File: config.mk
export PLATFORM = sky130hd
export DESIGN_NAME = dram_march_tester
export DESIGN_NICKNAME = d
export VERILOG_FILES = /design/src/rtl/dram_march_tester.sv
export SDC_FILE = /design/constraint.sdc
export NUM_CORES = 1
export LEC_CHECK = 0
export ABC_AREA = 1
export BUFFER_PORTS_ARGS = -buffer_cell sky130_fd_sc_hd__buf_4
export CORE_UTILIZATION = 45
export DETAILED_ROUTE_END_ITERATION = 7
export PLACE_DENSITY = 0.73
export SLEW_MARGIN = 20
export SYNTH_ARGS = -nofsm -noshare
export SYNTH_HDL_FRONTEND = slang
export SYNTH_SLANG_ARGS = --single-unit
File: constraint.sdc
create_clock -name clk -period 4.8 [get_ports clk]
set_clock_uncertainty 0.2 [all_clocks]
set_input_delay 0.48 -clock clk [delete_from_list [all_inputs] [get_ports clk]]
set_output_delay 0.48 -clock clk [all_outputs]
set_load 0.02 [all_outputs]
File: src/rtl/dram_march_tester.sv
// March C- built-in self-test master for the DRAM controller host bus.
// Optional MARCH_TESTER_ADDR_PATTERN_EN folds addr[7:0]^addr[15:8] into every data byte.
module dram_march_tester #(
  parameter logic [15:0] ADDR_LAST  = 16'hFFFF,
  parameter logic [7:0]  CONF_VALUE = 8'h00,
  parameter logic [7:0]  DATA_BG    = 8'h00,
  parameter int unsigned TIMEOUT    = 255
) (
  input  logic        clk,
  input  logic        RESET,
  input  logic        start,
  output logic        busy,
  output logic        done,
  output logic        pass,
  output logic        timeout,
  output logic [15:0] err_count,
  output logic [15:0] err_addr,
  output logic [7:0]  err_exp,
  output logic [7:0]  err_act,
  output logic [15:0] addr,
  output logic        CSn,
  output logic        RWn,
  output logic        CONFn,
  output logic [7:0]  wdata,
  input  logic [7:0]  rdata,
  input  logic        RDY
);

`ifdef MARCH_TESTER_ADDR_PATTERN_EN
  localparam logic ADDR_PAT = 1'b1;
`else
  localparam logic ADDR_PAT = 1'b0;
`endif

  localparam logic [7:0] TO_LAST   = 8'(TIMEOUT - 1);
  localparam logic [2:0] ELEM_LAST = 3'd5;

  typedef enum logic [2:0] {
    S_IDLE,
    S_CONF,
    S_ACC,
    S_GAP,
    S_TOUT,
    S_DONE
  } state_t;

  state_t      state_q, state_d;
  logic [2:0]  elem_q, elem_d;
  logic        phase_q, phase_d;
  logic [7:0]  tcnt_q, tcnt_d;
  logic        busy_q, busy_d;
  logic        done_q, done_d;
  logic        pass_q, pass_d;
  logic        tout_q, tout_d;
  logic [15:0] err_count_q, err_count_d;
  logic [15:0] err_addr_q, err_addr_d;
  logic [7:0]  err_exp_q, err_exp_d;
  logic [7:0]  err_act_q, err_act_d;
  logic [15:0] addr_q, addr_d;
  logic        csn_q, csn_d;
  logic        rwn_q, rwn_d;
  logic        confn_q, confn_d;
  logic [7:0]  wdata_q, wdata_d;
  logic [7:0]  rd_exp;

  // Elements 3 and 4 walk the address range downward.
  function automatic logic elem_up(input logic [2:0] e);
    return !((e == 3'd3) || (e == 3'd4));
  endfunction

  // Element 0 is write-only, element 5 read-only, the others read (phase 0) then write.
  function automatic logic acc_is_read(input logic [2:0] e, input logic p);
    return (e == ELEM_LAST) || ((e != 3'd0) && !p);
  endfunction

  function automatic logic acc_compl(input logic [2:0] e, input logic p);
    if (acc_is_read(e, p))
      return (e == 3'd2) || (e == 3'd4);
    return (e == 3'd1) || (e == 3'd3);
  endfunction

  function automatic logic [7:0] pattern(input logic compl, input logic [15:0] a);
    logic [7:0] base;
    base = compl ? ~DATA_BG : DATA_BG;
    return ADDR_PAT ? (base ^ a[7:0] ^ a[15:8]) : base;
  endfunction

  function automatic logic [15:0] sat_inc(input logic [15:0] c);
    return (c == 16'hFFFF) ? c : c + 16'd1;
  endfunction

  always_comb begin
    state_d     = state_q;
    elem_d      = elem_q;
    phase_d     = phase_q;
    tcnt_d      = tcnt_q;
    busy_d      = busy_q;
    done_d      = done_q;
    pass_d      = pass_q;
    tout_d      = tout_q;
    err_count_d = err_count_q;
    err_addr_d  = err_addr_q;
    err_exp_d   = err_exp_q;
    err_act_d   = err_act_q;
    addr_d      = addr_q;
    csn_d       = csn_q;
    rwn_d       = rwn_q;
    confn_d     = confn_q;
    wdata_d     = wdata_q;
    rd_exp      = pattern(acc_compl(elem_q, phase_q), addr_q);

    case (state_q)
      S_IDLE, S_DONE, S_TOUT: begin
        if (start) begin
          state_d     = S_CONF;
          busy_d      = 1'b1;
          done_d      = 1'b0;
          pass_d      = 1'b0;
          tout_d      = 1'b0;
          err_count_d = 16'd0;
          err_addr_d  = 16'd0;
          err_exp_d   = 8'd0;
          err_act_d   = 8'd0;
          csn_d       = 1'b0;
          confn_d     = 1'b0;
          rwn_d       = 1'b0;
          wdata_d     = CONF_VALUE;
          addr_d      = 16'd0;
          elem_d      = 3'd0;
          phase_d     = 1'b0;
          tcnt_d      = 8'd0;
        end
      end

      S_CONF, S_ACC: begin
        if (RDY) begin
          csn_d   = 1'b1;
          confn_d = 1'b1;
          state_d = S_GAP;
          if (state_q == S_ACC) begin
            if (rwn_q && (rdata != rd_exp)) begin
              err_count_d = sat_inc(err_count_q);
              if (err_count_q == 16'd0) begin
                err_addr_d = addr_q;
                err_exp_d  = rd_exp;
                err_act_d  = rdata;
              end
            end
            if ((elem_q == ELEM_LAST) && (addr_q == ADDR_LAST)) begin
              state_d = S_DONE;
              busy_d  = 1'b0;
              done_d  = 1'b1;
              pass_d  = (err_count_d == 16'd0);
            end else if ((elem_q != 3'd0) && (elem_q != ELEM_LAST) && !phase_q) begin
              phase_d = 1'b1;
            end else begin
              phase_d = 1'b0;
              // Address wraps only when an element has covered its whole range.
              if (addr_q == (elem_up(elem_q) ? ADDR_LAST : 16'd0)) begin
                elem_d = elem_q + 3'd1;
                addr_d = elem_up(elem_q + 3'd1) ? 16'd0 : ADDR_LAST;
              end else begin
                addr_d = elem_up(elem_q) ? addr_q + 16'd1 : addr_q - 16'd1;
              end
            end
          end
        end else if (tcnt_q == TO_LAST) begin
          state_d = S_TOUT;
          csn_d   = 1'b1;
          confn_d = 1'b1;
          tout_d  = 1'b1;
          busy_d  = 1'b0;
          done_d  = 1'b1;
          pass_d  = 1'b0;
        end else begin
          tcnt_d = tcnt_q + 8'd1;
        end
      end

      S_GAP: begin
        state_d = S_ACC;
        csn_d   = 1'b0;
        tcnt_d  = 8'd0;
        rwn_d   = acc_is_read(elem_q, phase_q);
        if (!rwn_d)
          wdata_d = pattern(acc_compl(elem_q, phase_q), addr_q);
      end

      default: state_d = S_IDLE;
    endcase
  end

  always_ff @(posedge clk) begin
    if (RESET) begin
      state_q     <= S_IDLE;
      elem_q      <= 3'd0;
      phase_q     <= 1'b0;
      tcnt_q      <= 8'd0;
      busy_q      <= 1'b0;
      done_q      <= 1'b0;
      pass_q      <= 1'b0;
      tout_q      <= 1'b0;
      err_count_q <= 16'd0;
      err_addr_q  <= 16'd0;
      err_exp_q   <= 8'd0;
      err_act_q   <= 8'd0;
      addr_q      <= 16'd0;
      csn_q       <= 1'b1;
      rwn_q       <= 1'b1;
      confn_q     <= 1'b1;
      wdata_q     <= 8'd0;
    end else begin
      state_q     <= state_d;
      elem_q      <= elem_d;
      phase_q     <= phase_d;
      tcnt_q      <= tcnt_d;
      busy_q      <= busy_d;
      done_q      <= done_d;
      pass_q      <= pass_d;
      tout_q      <= tout_d;
      err_count_q <= err_count_d;
      err_addr_q  <= err_addr_d;
      err_exp_q   <= err_exp_d;
      err_act_q   <= err_act_d;
      addr_q      <= addr_d;
      csn_q       <= csn_d;
      rwn_q       <= rwn_d;
      confn_q     <= confn_d;
      wdata_q     <= wdata_d;
    end
  end

  assign busy      = busy_q;
  assign done      = done_q;
  assign pass      = pass_q;
  assign timeout   = tout_q;
  assign err_count = err_count_q;
  assign err_addr  = err_addr_q;
  assign err_exp   = err_exp_q;
  assign err_act   = err_act_q;
  assign addr      = addr_q;
  assign CSn       = csn_q;
  assign RWn       = rwn_q;
  assign CONFn     = confn_q;
  assign wdata     = wdata_q;

endmodule

==> results of run 1 <==
## metal layers
| metal | up-vias | track usage (%) | share of wire, % | routed length, um |
|---|---|---|---|---|
| met4 | 0 | 6.66 | 1.3 | 169 |
| met5 | - | 0 | 0 | 0 |
| met1 | 2291 | 29.7 | 46 | 6010 |
| met3 | 13 | 4.82 | 5.2 | 677 |
| met2 | 129 | 38.6 | 47 | 6140 |
| li1 | 2664 | - | - | - |
## sequential cells by signal, indices dropped and copies added (netlist names), 3 cells and up
name,flops
state_q,3
tcnt_q,8
err_act,8
err_count,16
addr,16
elem_q,3
err_addr,16
## per-stage QoR
step | area (sq um) | instances | utilization, %
floorplan | 5110 | 778 | -
global placement | 5730 | 972 | 52.4
detailed placement | 5730 | 972 | 52.4
CTS | 6050 | 988 | 55.3
global route | 6050 | 988 | 55.3
finish | 6050 | 988 | 55.3
## area by class of cell
type,count,area share [%]
tap,140,2.89
clock inverter,6,1.36
inverter,73,4.57
timing repair buffer,90,11.2
sequential,80,26.5
clock buffer,10,3.95
multi-input combinational,589,49.6
## synthesized netlist by cell type (all sizes together)
library cell  instances
mux2                  1
nor4                  5
buf                  27
a31oi                 1
nor3b                 1
nand3                47
xor2                 11
o211a                 1
a31o                  1
a22oi                 1
ha                   23
nor2                 59
or2                   3
o21bai                1
dfxtp                80
a221oi                1
o21ai                33
fa                    1
inv                  72
nor3                 16
xnor2                 7
nand2               269
o211ai                1
clkbuf                9
a211oi                2
nand4                20
clkinv                1
a21oi                84
## power groups by stage
| stage | clock network [W] | logic, W | registers (W) |
|---|---|---|---|
| global route | 0.000785 | 0.000945 | 0.000797 |
| global placement | 0 | 0.000837 | 0.000801 |
| detailed placement | 0 | 0.000841 | 0.000802 |
| finish | 0.000741 | 0.000844 | 0.000788 |
| floorplan | 0 | 0.000649 | 0.000818 |
| CTS | 0.000755 | 0.000846 | 0.000788 |
## kinds of logic after synthesis
logic type	synth area share, %
and+or+nand+nor	36.2
AOI/OAI and AO/OA	13.2
buffers and inverters	9.89
DFF	31.3
adders and majority gates	6.03
xor gates and xnor gates	3.09
muxes	0.220
## critical path, delay by kind of cell, from the launching register on
kind            cells  cell delay (ns)
compound gates      3             0.48
simple gates        8             1.14
buf+inv             3             0.32
flops               1             0.40
fa+ha+maj           2             0.59
## how the worst min path moves through the flow
stage	from	to	slack [ns]
global route	rdata[7]	err_act[7]	0.21
global placement	err_addr[15]	err_addr[15]	0.25
finish	rdata[7]	err_act[7]	0.22
CTS	rdata[7]	err_act[7]	0.21
detailed placement	err_addr[11]	err_addr[11]	0.25
floorplan	state_q[2]	state_q[2]	0.24
==> impl_metrics.env, run 1 <==
export IMPL_cp_max_fo=18
export IMPL_cp_cell_sequence="inv_1, ha_1, inv_1, nand2_1, o21ai_2, inv_2, ha_1, nand2_1, nor3_1, nand3_1, nor3_2, nand4_4, o21ai_2, nor2_8, nand2_1, a21oi_1"
export IMPL_syn_to_final_growth_pct=18.5
export IMPL_finalCritPeriodShare_pct=68.7
export IMPL_ir_worst_vdd_v=0.000227
export IMPL_ys_ff_latch=80
export IMPL_leakage_nw=2.63
export IMPL_yosysSeqAreaShare_pct=31.3
export IMPL_combPwrFrac_pct=35.6
export IMPL_syn_num_nets=814
export IMPL_layout_common_cells="261 x nand2_1, 90 x buf_4, 83 x a21oi_1"
export IMPL_antenna_found_initial=0
export IMPL_synth_area_per_cell_sq_um=6.57
export IMPL_whs_ns=0.218
export IMPL_grt_pass1_vias=4544
export IMPL_p_seq_share_pct=33.2
export IMPL_top_level_ports=91
export IMPL_finalWeightedCongestion=0.920
export IMPL_final_common_cell="nand2_1"
export IMPL_wirelength_um=13000
export IMPL_cts_tree="built"
export IMPL_setup_viol=0
export IMPL_rr_worst_depth=16
export IMPL_hpwl_um=9330
export IMPL_n_fill_cell=1098
export IMPL_clk_path_buf_depth=2
export IMPL_fp_row_count=38
export IMPL_rsz0062_at_grt="no"
export IMPL_cts_setup_buffers=0
export IMPL_status="complete, no violations"
export IMPL_cts_resized=0
export IMPL_grt_max_degree=69
export IMPL_multi_input_area_sq_um=3000
export IMPL_grt_pass1_wl_um=21500
export IMPL_synth_area_leaders="dfxtp_1 31%, nand2_1 19%, a21oi_1 8.1%, ha_1 5.6%, inv_1 4.8%"
export IMPL_drv_cap=0
export IMPL_numCtsBuffers=9
export IMPL_root_buffer="clkbuf_16"
export IMPL_switching_share_pct=39.2
export IMPL_dp_slack_ns=1.54
export IMPL_ys_types=46
export IMPL_slew_headroom_pct=38.4
export IMPL_worstSkewPairLatency_ns=0.34
export IMPL_yosysTopAreaCell="dfxtp_1"
export IMPL_clkSlewWorstSetupHoldPaths_ns=0.06
export IMPL_dieArea_sq_um=11800
export IMPL_track_usage_pct=23.0
export IMPL_crit_start="elem_q[1]"
export IMPL_worst_pin_slew_ns=0.922
export IMPL_critPathCaptureType="flop"
export IMPL_wl_per_cell_um=13.2
export IMPL_max_freq_mhz=303
export IMPL_start_util_pct=46.7
export IMPL_routed_via_density=5.16
export IMPL_slowest_delay_ns=0.40
export IMPL_min_period_ns=3.30
export IMPL_rrSetupSlack_ns=1.50
export IMPL_endpoint="addr[2]"
export IMPL_required_ns=4.79
export IMPL_timing_final_ws_setup_ns=1.50
export IMPL_coreArea_sq_um=10900
export IMPL_diodes=0
export IMPL_htree_num_levels=3
export IMPL_cts_sinks=80
export IMPL_maxSlewViolCount=0
export IMPL_drt_pass1_iterations=5
export IMPL_drive_gt1_share_pct=16.9
export IMPL_synth_area_sq_um=5110
export IMPL_crit_type="flop to flop"
export IMPL_ant_nets=0
export IMPL_overflow=0
export IMPL_total_power_w=0.00237
export IMPL_power_density_nw_per_um2=392
export IMPL_numPortBuffers=90
export IMPL_synthCells=778
export IMPL_die_width_um=109
export IMPL_switchingPower_w=0.000932
export IMPL_min_path_type="input pin to flop"
export IMPL_drc=0
export IMPL_setup_tns_ns=0
export IMPL_hold_depth=3
export IMPL_critPathMostFrequentCell="nand2_1"
export IMPL_r2r_end="addr[2]"
export IMPL_register_area_sq_um=1600
export IMPL_die_y_um=109
export IMPL_worstReg2RegStart="elem_q[1]"
export IMPL_vias=5097
export IMPL_clockPowerShare_pct=31.2
export IMPL_holdBufCountCts=0
export IMPL_worst_ep_arrival_time_ns=3.28
export IMPL_drt_iter0_drc=345
export IMPL_intPower_w=0.00144
export IMPL_ys_warn_count=0
export IMPL_yosys_area_top_type_share_pct=31.3
export IMPL_cp_slowest_cell="dfxtp_1"
export IMPL_num_nets_final=879
export IMPL_start_kind="flop"
export IMPL_hold_violations=0
Power figures use the tool's default switching activity.
==> run 2: changes to the inputs <==
==> constraint.sdc (replaced) <==
create_clock -name clk -period 3.3 [get_ports clk]
set_clock_uncertainty 0.2 [all_clocks]
set_input_delay 0.33 -clock clk [delete_from_list [all_inputs] [get_ports clk]]
set_output_delay 0.33 -clock clk [all_outputs]
set_load 0.02 [all_outputs]
==> impl_metrics.env, run 2 (synthesized netlist as in run 1, its figures left out) <==
export IMPL_track_usage_pct=22.9
export IMPL_numCtsBuffers=9
export IMPL_wirelength_um=12800
export IMPL_drive_gt1_share_pct=17.5
export IMPL_die_y_um=109
export IMPL_timing_final_ws_setup_ns=0.284
export IMPL_cp_num_buf_inv=4
export IMPL_crit_start="elem_q[0]"
export IMPL_rrSetupSlack_ns=0.28
export IMPL_grt_use_met3_pct=4.28
export IMPL_cts_sinks=80
export IMPL_syn_to_final_growth_pct=20.4
export IMPL_num_nets_final=886
export IMPL_worstReg2RegStart="elem_q[0]"
export IMPL_diodes=0
export IMPL_cp_max_fo=17
export IMPL_ant_nets=0
export IMPL_worst_pin_slew_ns=0.728
export IMPL_endpoint="addr[11]"
export IMPL_max_freq_mhz=332
export IMPL_htree_num_levels=3
export IMPL_leakage_nw=2.67
export IMPL_slowest_delay_ns=0.36
export IMPL_drv_cap=0
export IMPL_dp_slack_ns=0.118
export IMPL_min_period_ns=3.02
export IMPL_overflow=0
export IMPL_numPortBuffers=90
export IMPL_use_met1_pct=29.3
export IMPL_register_area_sq_um=1600
export IMPL_setup_viol=0
export IMPL_worst_ep_arrival_time_ns=3.01
export IMPL_final_common_cell="nand2_1"
export IMPL_ir_worst_vdd_v=0.000307
export IMPL_grt_use_met2_pct=39.0
export IMPL_min_path_type="input pin to flop"
export IMPL_required_ns=3.29
export IMPL_wl_per_cell_um=12.9
export IMPL_routed_via_density=5.06
export IMPL_coreArea_sq_um=10900
export IMPL_clk_path_buf_depth=2
export IMPL_hold_violations=0
export IMPL_critPathCaptureType="flop"
export IMPL_finalWeightedCongestion=0.940
export IMPL_finalCritPeriodShare_pct=91.4
export IMPL_cp_slowest_cell="dfxtp_1"
export IMPL_drt_iter0_drc=298
export IMPL_grt_max_degree=69
export IMPL_drt_pass1_iterations=5
export IMPL_cp_cell_sequence="inv_1, ha_1, inv_1, nand2_1, o21ai_2, inv_4, ha_1, inv_1, nor3_1, nand3_1, nor3_2, nand4_4, o21ai_4, nor2_8, nand2_1, a21oi_1"
export IMPL_grt_pass1_wl_um=21600
export IMPL_setup_tns_ns=0
export IMPL_start_kind="flop"
export IMPL_vias=5033
export IMPL_rsz0062_at_grt="no"
export IMPL_fp_row_count=38
export IMPL_busiest_layer="met2"
export IMPL_layout_common_cells="261 x nand2_1, 97 x buf_4, 83 x a21oi_1"
export IMPL_multi_input_area_sq_um=3020
export IMPL_slew_headroom_pct=51.5
export IMPL_start_util_pct=46.7
export IMPL_final_util_pct=56.3
export IMPL_dieArea_sq_um=11800
export IMPL_crit_cells=16
export IMPL_critPathMostFrequentCell="inv_1"
export IMPL_n_fill_cell=1111
export IMPL_power_density_nw_per_um2=581
export IMPL_antenna_found_initial=0
export IMPL_maxSlewViolCount=0
export IMPL_critPathTopFamily="simple AND/OR/NAND/NOR gates"
export IMPL_worstSkewPairLatency_ns=0.34
export IMPL_root_buffer="clkbuf_16"
export IMPL_crit_type="flop to flop"
export IMPL_cts_tree="built"
export IMPL_drc=0
export IMPL_grt_pass1_vias=4645
export IMPL_die_width_um=109
export IMPL_r2r_end="addr[11]"
export IMPL_status="complete, no violations"
export IMPL_rr_worst_depth=16
export IMPL_whs_ns=0.0684
export IMPL_holdBufCountCts=0
export IMPL_top_level_ports=91
export IMPL_hold_depth=3
export IMPL_clkSlewWorstSetupHoldPaths_ns=0.06
export IMPL_hpwl_um=9290
## run 2: per-layer routing
metal / share of wire (%) / vias up
li1: - / 2671
met1: 47 / 2252
met2: 48 / 99
met3: 3.9 / 11
met4: 0.90 / 0
met5: 0 / -
## run 2: final cells by class
class	count	area share, %
clock buffers	11	3.95
clock inverters	5	1.69
inverters	73	4.54
multi-input cells	589	49.1
flip-flops and latches	80	26.0
well taps	140	2.85
repair buffers	97	11.8
## run 2: repair_timing
item	CTS	global route
endpoints found under the setup margin	0	19
setup buffers	0	1
resized for setup	0	5
## run 2: stage by stage
step                instances  power [W]  instance area, sq um
detailed placement        978    0.00242                  5780
finish                    995    0.00357                  6150
floorplan                 778    0.00213                  5110
global placement          978    0.00242                  5780
global route              995    0.00381                  6150
CTS                       994    0.00358                  6120
## run 2: worst reg2reg max path, stage by stage (launching register included)
cell,delay (ns)
dfxtp_1,0.36
inv_1,0.10
ha_1,0.22
inv_1,0.07
nand2_1,0.07
o21ai_2,0.12
inv_4,0.14
ha_1,0.34
inv_1,0.08
nor3_1,0.25
nand3_1,0.12
nor3_2,0.18
nand4_4,0.16
o21ai_4,0.21
nor2_8,0.10
nand2_1,0.09
a21oi_1,0.06
## run 2: report_power, final
group / switching, W / internal (W)
Sequential: 0.0000846 / 0.00105
Combinational: 0.000893 / 0.000392
Clock: 0.000391 / 0.000760
## run 2: how the worst min path moves through the flow
stage | start | to | slack, ns
2_1_floorplan | state_q[2] | state_q[2] | 0.24
3_3_place_gp | CONFn | CONFn | 0.24
3_5_place_dp | CONFn | CONFn | 0.25
4_1_cts | rdata[2] | err_act[2] | 0.06
5_1_grt | rdata[2] | err_act[2] | 0.06
6_report | rdata[2] | err_act[2] | 0.07
==> run 3: changes to the inputs <==
--- a/config.mk
+++ b/config.mk
@@ -9,7 +9,7 @@
 export BUFFER_PORTS_ARGS = -buffer_cell sky130_fd_sc_hd__buf_4
 export CORE_UTILIZATION = 45
 export DETAILED_ROUTE_END_ITERATION = 7
-export PLACE_DENSITY = 0.73
+export PLACE_DENSITY = 0.67
 export SLEW_MARGIN = 20
 export SYNTH_ARGS = -nofsm -noshare
 export SYNTH_HDL_FRONTEND = slang
==> impl_metrics.env, run 3 (synthesized netlist as in run 1, its figures left out) <==
export IMPL_status="complete, no violations"
export IMPL_grt_pass1_vias=4720
export IMPL_leakage_nw=2.65
export IMPL_routed_via_density=5.23
export IMPL_power_density_nw_per_um2=565
export IMPL_die_width_um=109
export IMPL_p_seq_share_pct=32.8
export IMPL_required_ns=3.33
export IMPL_use_met1_pct=30.7
export IMPL_track_usage_pct=24.4
export IMPL_grt_use_met2_pct=41.0
export IMPL_overflow=0
export IMPL_dp_cells=980
export IMPL_die_y_um=109
export IMPL_htree_num_levels=3
export IMPL_rr_worst_depth=16
export IMPL_min_path_type="input pin to flop"
export IMPL_drt_iter0_drc=306
export IMPL_drc=0
export IMPL_numCtsBuffers=9
export IMPL_hpwl_um=10300
export IMPL_cts_tree="built"
export IMPL_grt_use_met3_pct=5.73
export IMPL_slew_headroom_pct=57.9
export IMPL_start_util_pct=46.7
export IMPL_drv_cap=0
export IMPL_min_delay_start="rdata[4]"
export IMPL_ir_worst_vdd_v=0.000381
export IMPL_fp_row_count=38
export IMPL_hold_depth=3
export IMPL_diodes=0
export IMPL_ant_nets=0
export IMPL_min_period_ns=3.02
export IMPL_worstReg2RegStart="elem_q[0]"
export IMPL_switchingPower_w=0.00140
export IMPL_holdBufCountCts=0
export IMPL_root_buffer="clkbuf_16"
export IMPL_wirelength_um=14000
export IMPL_grt_max_degree=36
export IMPL_maxSlewViolCount=0
export IMPL_top_level_ports=91
export IMPL_hold_end="err_act[4]"
export IMPL_rrSetupSlack_ns=0.28
export IMPL_clockPowerShare_pct=29.6
export IMPL_drive_gt1_share_pct=17.6
export IMPL_design_area_sq_um=6120
export IMPL_setup_viol=0
export IMPL_clkSlewWorstSetupHoldPaths_ns=0.06
export IMPL_busiest_layer="met2"
export IMPL_syn_to_final_growth_pct=19.7
export IMPL_num_nets_final=887
export IMPL_coreArea_sq_um=10900
export IMPL_start_kind="flop"
export IMPL_r2r_end="elem_q[0]"
export IMPL_dieArea_sq_um=11800
export IMPL_whs_ns=0.0604
export IMPL_vias=5211
export IMPL_crit_type="flop to flop"
export IMPL_numPortBuffers=90
export IMPL_layoutNonFillerInstCount=996
export IMPL_switching_share_pct=40.5
export IMPL_grt_pass1_wl_um=22600
export IMPL_worst_pin_slew_ns=0.629
export IMPL_cp_max_fo=17
export IMPL_cts_sinks=80
export IMPL_max_freq_mhz=331
export IMPL_wl_per_cell_um=14.1
export IMPL_critPathCaptureType="flop"
export IMPL_rsz0062_at_grt="no"
export IMPL_final_common_cell="nand2_1"
export IMPL_antenna_found_initial=0
export IMPL_worst_ep_arrival_time_ns=3.06
export IMPL_worstSkewPairLatency_ns=0.35
export IMPL_finalCritPeriodShare_pct=91.6
export IMPL_layout_common_cells="261 x nand2_1, 98 x buf_4, 82 x a21oi_1"
export IMPL_placed_cell_area_sq_um=5790
export IMPL_intPower_w=0.00205
export IMPL_clk_path_buf_depth=2
export IMPL_combPwrFrac_pct=37.6
export IMPL_hold_violations=0
export IMPL_finalWeightedCongestion=0.943
export IMPL_setup_tns_ns=0
export IMPL_drt_pass1_iterations=5
## run 3: cell count changes in the layout (fill, tap and decap cells not counted)
cell and change:
a21oi_1 -1, a21oi_2 +1, buf_4 +1, bufinv_16 -2, clkbuf_1 +1, clkinv_2 -1
clkinvlp_4 +2
## run 3: cell type report
cell class                 count  area, sq um
clock inverter                 4         53.8
timing repair buffer          98          736
clock buffer                  12          246
fill                        1137         4820
sequential                    80         1600
multi-input combinational    589         3030
tap                          140          175
inverter                      73          279
## run 3: worst max-delay path, cell delays in order (launching register included)
cell and delay (ns):
dfxtp_1 0.36, inv_1 0.09, ha_1 0.22, inv_1 0.07, nand2_1 0.08, o21ai_2 0.12, inv_4 0.14, ha_1 0.34
inv_1 0.08, nor3_1 0.24, nand3_1 0.12, nor3_2 0.20, nand4_4 0.14, nand2_1 0.15, nand2_1 0.11, o21ai_0 0.18
a21oi_1 0.07
## run 3: worst max path at each step
stage               from        end  slack, ns  cells after the start
6_report       elem_q[0]  elem_q[0]       0.28                     16
3_3_place_gp   elem_q[0]   addr[11]       0.34                     16
2_1_floorplan  elem_q[0]    addr[8]       0.42                     17
5_1_grt        elem_q[0]  elem_q[0]       0.04                     16
4_1_cts        elem_q[0]    addr[3]       0.22                     16
3_5_place_dp   elem_q[0]    addr[3]       0.25                     16
## run 3: repair_timing
action,4_1_cts,5_1_grt
endpoints found under the setup margin,0,17
endpoints found under the hold margin,0,0
buffers inserted,0,0
gates resized for setup,0,6
## run 3: metal layers
metal | part of all wire, % | wire length, um
met5 | 0 | 0
met1 | 45 | 6370
met4 | 1.3 | 183
met2 | 48 | 6760
met3 | 5.2 | 726
## run 3: through the flow
| stage | worst slack, ns | utilization, % | total power (W) |
|---|---|---|---|
| final | 0.277 | 55.9 | 0.00345 |
| after global routing | 0.0357 | 55.9 | 0.00365 |
| after CTS | 0.224 | 55.7 | 0.00346 |
| after detailed placement | 0.253 | 53.0 | 0.00244 |
| after global placement | 0.339 | 53.0 | 0.00241 |
| after floorplan | 0.419 | - | 0.00213 |
## run 3: power by group through the flow
stage / clock [W] / combinational [W] / sequential [W]
2_1_floorplan: 0 / 0.000944 / 0.00119
3_3_place_gp: 0 / 0.00127 / 0.00115
3_5_place_dp: 0 / 0.00128 / 0.00115
4_1_cts: 0.00104 / 0.00129 / 0.00113
5_1_grt: 0.00108 / 0.00143 / 0.00114
6_report: 0.00102 / 0.00130 / 0.00113
